==> src/rtl/dmem_responder_if.sv <==
// Load/store bus between the mips core (master) and the data-memory responder (slave).
interface dmem_responder_if #(
    parameter int DATA_W = 8,
    parameter int ADDR_W = 8
);
    logic              MemRead;
    logic              MemWrite;
    logic [ADDR_W-1:0] ALUOut;
    logic [DATA_W-1:0] rd2_Data;
    logic [DATA_W-1:0] ReadData;
    logic              mem_stall;

    modport master (
        output MemRead, MemWrite, ALUOut, rd2_Data,
        input  ReadData, mem_stall
    );

    modport slave (
        input  MemRead, MemWrite, ALUOut, rd2_Data,
        output ReadData, mem_stall
    );
endinterface

==> src/rtl/dmem_responder.sv <==
// Data-memory responder: sync-read RAM with one-stall loads and saturating statistics.
// Macro DMEM_RDCACHE_EN adds a one-entry last-read cache so repeated loads need no stall.
module dmem_responder #(
    parameter int DATA_W = 8,
    parameter int ADDR_W = 8,
    parameter int CNT_W  = 16
) (
    input  logic             clk,
    input  logic             rst,
    dmem_responder_if.slave  bus,
    output logic [CNT_W-1:0] load_cnt,
    output logic [CNT_W-1:0] store_cnt,
    output logic [CNT_W-1:0] stall_cnt,
    output logic             protocol_err
);
    typedef enum logic {IDLE = 1'b0, RD_WAIT = 1'b1} state_t;

    state_t            state_reg, state_next;
    logic [DATA_W-1:0] mem [2**ADDR_W];
    logic [DATA_W-1:0] rd_data_reg;
    logic              protocol_err_reg;

    logic              ram_we, ram_re;
    logic              load_inc, store_inc, err_set;
    logic              stall;
    logic [DATA_W-1:0] read_data;
    logic              cache_hit;
    logic [DATA_W-1:0] cache_rd_data;

    always_ff @(posedge clk) begin
        if (!rst) state_reg <= IDLE;
        else      state_reg <= state_next;
    end

    always_comb begin
        state_next = state_reg;
        case (state_reg)
            IDLE:    if (bus.MemRead && !bus.MemWrite && !cache_hit) state_next = RD_WAIT;
            RD_WAIT: state_next = IDLE;
            default: state_next = IDLE;
        endcase
    end

    // A store always wins over a simultaneous load; in RD_WAIT any store is dropped.
    always_comb begin
        ram_we    = 1'b0;
        ram_re    = 1'b0;
        load_inc  = 1'b0;
        store_inc = 1'b0;
        err_set   = 1'b0;
        stall     = 1'b0;
        read_data = '0;
        if (rst) begin
            case (state_reg)
                IDLE: begin
                    if (bus.MemWrite) begin
                        ram_we    = 1'b1;
                        store_inc = 1'b1;
                        err_set   = bus.MemRead;
                    end else if (bus.MemRead) begin
                        if (cache_hit) begin
                            read_data = cache_rd_data;
                            load_inc  = 1'b1;
                        end else begin
                            stall  = 1'b1;
                            ram_re = 1'b1;
                        end
                    end
                end
                RD_WAIT: begin
                    err_set = bus.MemWrite;
                    if (bus.MemRead) begin
                        read_data = rd_data_reg;
                        load_inc  = 1'b1;
                    end
                end
                default: ;
            endcase
        end
    end

    assign bus.ReadData  = read_data;
    assign bus.mem_stall = stall;

    always_ff @(posedge clk) begin
        if (ram_we) mem[bus.ALUOut] <= bus.rd2_Data;
        if (ram_re) rd_data_reg <= mem[bus.ALUOut];
    end

`ifdef DMEM_RDCACHE_EN
    logic              cache_valid_reg;
    logic [ADDR_W-1:0] cache_tag_reg;
    logic [DATA_W-1:0] cache_data_reg;
    logic              cache_fill;

    assign cache_fill    = (state_reg == RD_WAIT) && load_inc;
    assign cache_hit     = cache_valid_reg && (cache_tag_reg == bus.ALUOut);
    assign cache_rd_data = cache_data_reg;

    // Write-through on tag match keeps the cached copy coherent with the RAM.
    always_ff @(posedge clk) begin
        if (!rst) begin
            cache_valid_reg <= 1'b0;
        end else if (cache_fill) begin
            cache_valid_reg <= 1'b1;
            cache_tag_reg   <= bus.ALUOut;
            cache_data_reg  <= rd_data_reg;
        end else if (ram_we && (cache_tag_reg == bus.ALUOut)) begin
            cache_data_reg  <= bus.rd2_Data;
        end
    end
`else
    assign cache_hit     = 1'b0;
    assign cache_rd_data = '0;
`endif

    logic [2:0] cnt_inc;
    assign cnt_inc = {stall, store_inc, load_inc};

    for (genvar gi = 0; gi < 3; gi++) begin : g_cnt
        logic [CNT_W-1:0] cnt_reg;
        always_ff @(posedge clk) begin
            if (!rst)                              cnt_reg <= '0;
            else if (cnt_inc[gi] && cnt_reg != '1) cnt_reg <= cnt_reg + 1'b1;
        end
    end

    assign load_cnt  = g_cnt[0].cnt_reg;
    assign store_cnt = g_cnt[1].cnt_reg;
    assign stall_cnt = g_cnt[2].cnt_reg;

    always_ff @(posedge clk) begin
        if (!rst)         protocol_err_reg <= 1'b0;
        else if (err_set) protocol_err_reg <= 1'b1;
    end

    assign protocol_err = protocol_err_reg;
endmodule

==> src/flat_wrapper.sv <==
// flat-port wrapper written by rule: the top's interface ports become plain ports
module dmem_responder_flat 
#(
    parameter int DATA_W = 8,
    parameter int ADDR_W = 8,
    parameter int CNT_W  = 16
)
  (clk, rst, load_cnt, store_cnt, stall_cnt, protocol_err, bus_MemRead, bus_MemWrite, bus_ALUOut, bus_rd2_Data, bus_ReadData, bus_mem_stall);
  dmem_responder_if #(.DATA_W(DATA_W), .ADDR_W(ADDR_W)) bus_i ();
  input  logic clk;
  input  logic rst;
  output logic [CNT_W-1:0] load_cnt;
  output logic [CNT_W-1:0] store_cnt;
  output logic [CNT_W-1:0] stall_cnt;
  output logic protocol_err;
  input wire logic [$bits(bus_i.MemRead)-1:0] bus_MemRead;
  input wire logic [$bits(bus_i.MemWrite)-1:0] bus_MemWrite;
  input wire logic [$bits(bus_i.ALUOut)-1:0] bus_ALUOut;
  input wire logic [$bits(bus_i.rd2_Data)-1:0] bus_rd2_Data;
  output wire logic [$bits(bus_i.ReadData)-1:0] bus_ReadData;
  output wire logic [$bits(bus_i.mem_stall)-1:0] bus_mem_stall;
  assign bus_i.MemRead = bus_MemRead;
  assign bus_i.MemWrite = bus_MemWrite;
  assign bus_i.ALUOut = bus_ALUOut;
  assign bus_i.rd2_Data = bus_rd2_Data;
  assign bus_ReadData = bus_i.ReadData;
  assign bus_mem_stall = bus_i.mem_stall;
  dmem_responder #(.DATA_W(DATA_W), .ADDR_W(ADDR_W), .CNT_W(CNT_W)) u_core (.clk(clk), .rst(rst), .bus(bus_i), .load_cnt(load_cnt), .store_cnt(store_cnt), .stall_cnt(stall_cnt), .protocol_err(protocol_err));
endmodule
==> config.mk <==
export PLATFORM = sky130hd
export DESIGN_NAME = dmem_responder_flat
export DESIGN_NICKNAME = d
export VERILOG_FILES = /design/src/rtl/dmem_responder_if.sv /design/src/rtl/dmem_responder.sv /design/src/flat_wrapper.sv
export SDC_FILE = /design/constraint.sdc
export NUM_CORES = 2
export LEC_CHECK = 0
export CAP_MARGIN = 20
export CORE_MARGIN = 5
export CORE_UTILIZATION = 50
export DETAILED_ROUTE_END_ITERATION = 12
export PLACE_DENSITY_LB_ADDON = 0.08
export SYNTH_ARGS = -nofsm -noshare
export SYNTH_HDL_FRONTEND = slang
export SYNTH_SLANG_ARGS = --single-unit
export TNS_END_PERCENT = 1
==> constraint.sdc <==
create_clock -name clk -period 3.45 [get_ports clk]
set_input_delay 0.8625 -clock clk [delete_from_list [all_inputs] [get_ports clk]]
set_output_delay 0.8625 -clock clk [all_outputs]
set_load 0.1 [all_outputs]
==> out/results.tsv <==
stage	metric	value	unit
clocking	CTS tree	done	
clocking	Post-CTS Hold Buffers	0	
floorplan	CORE AREA	0.161	sq mm
sta	Fin Clk Skew	22.2	ps
power_and_ir_drop	PD cells	553	mW/mm^2
clocking	clock root buffer	clkbuf_16	
floorplan	Die Ht	412	um
sta	Worst slew margin	0.253	
setup_path	origin of the critical flop-to-flop path	u_core.mem[107][7]	
power_and_ir_drop	peak supply drop	0.479	mV
sta	worst slew pin tran	1110	ps
power_and_ir_drop	switching share of power	0.209	
global_routing	pin count of the biggest net entering global routing	88	
status	failing checks	negative setup slack	
final_layout	most common cell after layout, fill and taps aside	edfxtp_1	
place	Post-DP HPWL	136000	um
floorplan	die width	412	um
final_layout	most flop-heavy register	u_core.mem	
power_and_ir_drop	Sequential Power Share	0.526	
floorplan	DIE AREA	0.170	sq mm
floorplan	effective utilization at floorplan	0.503	
floorplan	number of I/O pins	78	
final_layout	max reg flops	2048	
global_routing	GR Overflow Total	0	
power_and_ir_drop	Int Pwr	42.3	mW
yosys	post-synthesis sequential area ratio	0.776	
setup_path	CP peak stage delay	860	ps
sta	post-route setup slack	-39.5	ps
setup_path	CP endpoint kind	flip-flop	
global_routing	met2 Track Usage GR	0.400	
status	status	complete, but fails checks	
routing	drt wl/cell	30.3	um
yosys	Mapped Cells	3809	
routing	vias per inst	6.08	
sta	Final setup viols	1	
power_and_ir_drop	leakage	31.3	nW
hold_path	Hold Path Origin	u_core.protocol_err	
hold_path	min-delay worst type	flip-flop to flip-flop	
yosys	Yosys Warn Count	0	
floorplan	FP Rows	147	
place	I/O Buffers	77	
power_and_ir_drop	Sw Pwr	11.2	mW
sta	minimum clock period	3490	ps
hold_path	hold depth	2	
setup_path	most frequent CP cell	buf_12	
sta	unrepaired setup endpoints after global routing	no	
sta	WHS	452	ps
yosys	Synth Cell Area	0.0808	sq mm
final_layout	design area	0.0966	sq mm
setup_path	CP max FO	23	
global_routing	vias in the first global route	43300	
setup_path	delay-heaviest family, CP	compound AO/OA/AOI/OAI gates	
power_and_ir_drop	clock network power share	0.424	
clocking	clock buffer depth	3	
hold_path	Hold Crit Endpoint	u_core.protocol_err	
global_routing	total track usage	0.250	
setup_path	Reg2Reg Capture Point	u_core.rd_data_reg[7]	
setup_path	critical path cell sequence	buf_8 > buf_12 > buf_12 > buf_12 > mux4_2 > a22oi_1 > a21oi_1 > o41ai_1 > buf_4 > nand4_1	
yosys	register bit total from synthesis	2106	
routing	ANT nets after route	0	
global_routing	GR Layer Usage met3	0.0472	
yosys	Main synth FF type	edfxtp_1	
clocking	Max H-tree Level	4	
final_layout	Layout Nets	4587	
setup_path	crit path kind	input pin to flip-flop	
global_routing	initial antenna violation count	4	
final_layout	share of cells above drive strength 1	0.342	
setup_path	startpoint types	input pin	
global_routing	layer with the highest usage	met2	
setup_path	crit path DAT	4060	ps
yosys	Post-synth EDFFs	2056	
sta	Final Hold Vio Count	0	
final_layout	area delta synth->final	19.6	%
setup_path	Worst Path Buf+Inv	5	
sta	fin crit share	1.01	
job	Max-cap violations	0	
sta	post-route setup TNS	-39.5	ps
clocking	CTS Buf Count	210	
routing	Residual DRC	0	
setup_path	worst reg2reg path depth	8	
routing	DRT Pass-1 Iters	7	
clocking	setup repair bufs after CTS	0	
power_and_ir_drop	Comb power frac	0.050	
setup_path	Worst Path Required	4020	ps
place	Placed Area	0.0898	sq mm
routing	Total Routed Length	210000	um
clocking	clk_lat worst skew	820	ps
final_layout	most frequent cells in the layout	edfxtp_1, buf_4, mux4_2	
routing	Detailed Route Iter0 Violations	4920	
yosys	async set-reset flop share out of synthesis	0	
clocking	Worst-path clk slew	60	ps
clocking	# clock sinks	2106	
global_routing	first-pass GRT wire length	307000	um
global_routing	GRT met1 Usage	0.360	
setup_path	Slowest cell on crit path	o41ai_1	
yosys	syn nets	3832	
routing	Vias	42000	
sta	Slew Viols, Final	0	
setup_path	reg2reg setup slack	510	ps
sta	FMAX	0.287	GHz
yosys	Avg Inst Size Synth	21.2	sq um
yosys	synth unique cells	50	
place	Placer Congestion	0.829	
power_and_ir_drop	overall power	53.4	mW
==> power groups by stage <==
stage          sequential [mW]  clock (mW)  combinational [mW]
2_1_floorplan             28.7           0                1.21
3_3_place_gp              28.6           0                2.65
3_5_place_dp              28.6           0                2.71
4_1_cts                   28.1        23.1                2.71
5_1_grt                   28.1        24.3                2.83
6_report                  28.1        22.7                2.68
==> cell type report <==
cell class / instances / area (sq um)
fill: 11400 / 63900
sequential: 2106 / 62700
multi-input combinational: 1455 / 17100
timing repair buffer: 776 / 7210
clock buffer: 247 / 5460
tap: 2160 / 2700
clock inverter: 144 / 1410
inverter: 15 / 56.3
antenna: 1 / 2.50
==> through the flow <==
step                      cells  utilization  setup slack [ps]
after floorplan            3809            -               460
after global placement     6511        0.559             -1020
after detailed placement   6512        0.559             -1020
after CTS                  6903        0.602              27.7
after global routing       6903        0.602              2.39
final                      6904        0.602             -39.5
==> cells by family (layout without fill, tap and decap cells) <==
group	count (synthesis)	count (layout)	share of synthesized area
adder cells (fa/ha/maj)	3	3	0.000464
AO/OA/AOI/OAI	460	460	0.0389
flip-flops	2106	2106	0.776
other	0	1	0
AND/OR/NAND/NOR	442	442	0.0236
multiplexers	518	518	0.143
buffers and inverters	248	1182	0.0139
XOR/XNOR	32	32	0.00347
==> worst max-delay path by stage <==
stage / startpoint / to / slack, ps / depth (start not counted)
5_1_grt: bus_ALUOut[0] / u_core.rd_data_reg[0] / 2 / 10
2_1_floorplan: bus_ALUOut[0] / u_core.mem[117][0] / 460 / 8
3_5_place_dp: bus_ALUOut[0] / u_core.rd_data_reg[3] / -1020 / 10
6_report: bus_ALUOut[0] / u_core.rd_data_reg[7] / -40 / 10
3_3_place_gp: bus_ALUOut[0] / u_core.rd_data_reg[1] / -1020 / 10
4_1_cts: bus_ALUOut[0] / u_core.rd_data_reg[0] / 30 / 10
==> synthesized netlist by cell type (15+ instances only) <==
cell / n / share of area
a21oi_1: 137 / 0.0085
a22oi_1: 256 / 0.024
and2_1: 15 / 0.0012
buf_1: 21 / 0.00098
buf_2: 37 / 0.0023
buf_6: 15 / 0.0021
clkbuf_1: 152 / 0.0071
dfxtp_1: 50 / 0.012
edfxtp_1: 2056 / 0.76
mux4_2: 512 / 0.14
nand2_1: 45 / 0.0021
nand3_1: 20 / 0.0012
nand4_1: 19 / 0.0015
nor2_1: 295 / 0.014
o41ai_1: 32 / 0.0035
xnor2_1: 17 / 0.0018
xor2_1: 15 / 0.0016
==> worst reg2reg max path, stage by stage (launching register included) <==
cell and delay (ps):
edfxtp_1 370, mux4_2 490, a22oi_1 200, buf_4 140
a21oi_1 90, buf_4 160, o41ai_1 870, buf_4 280
nand4_1 100
==> per-layer routing <==
| layer | vias to the layer above | routed length (um) |
|---|---|---|
| met5 | - | 14 |
| met1 | 22300 | 86200 |
| li1 | 17600 | - |
| met2 | 1783 | 102000 |
| met4 | 2 | 5430 |
| met3 | 310 | 15800 |
==> repair_timing <==
| action | 4_1_cts | 5_1_grt |
|---|---|---|
| endpoints found under the hold margin | 0 | 0 |
| endpoints found under the setup margin | 6 | 0 |
| resized for setup | 2 | 0 |
Note: power is estimated with default switching activity, not from simulation.
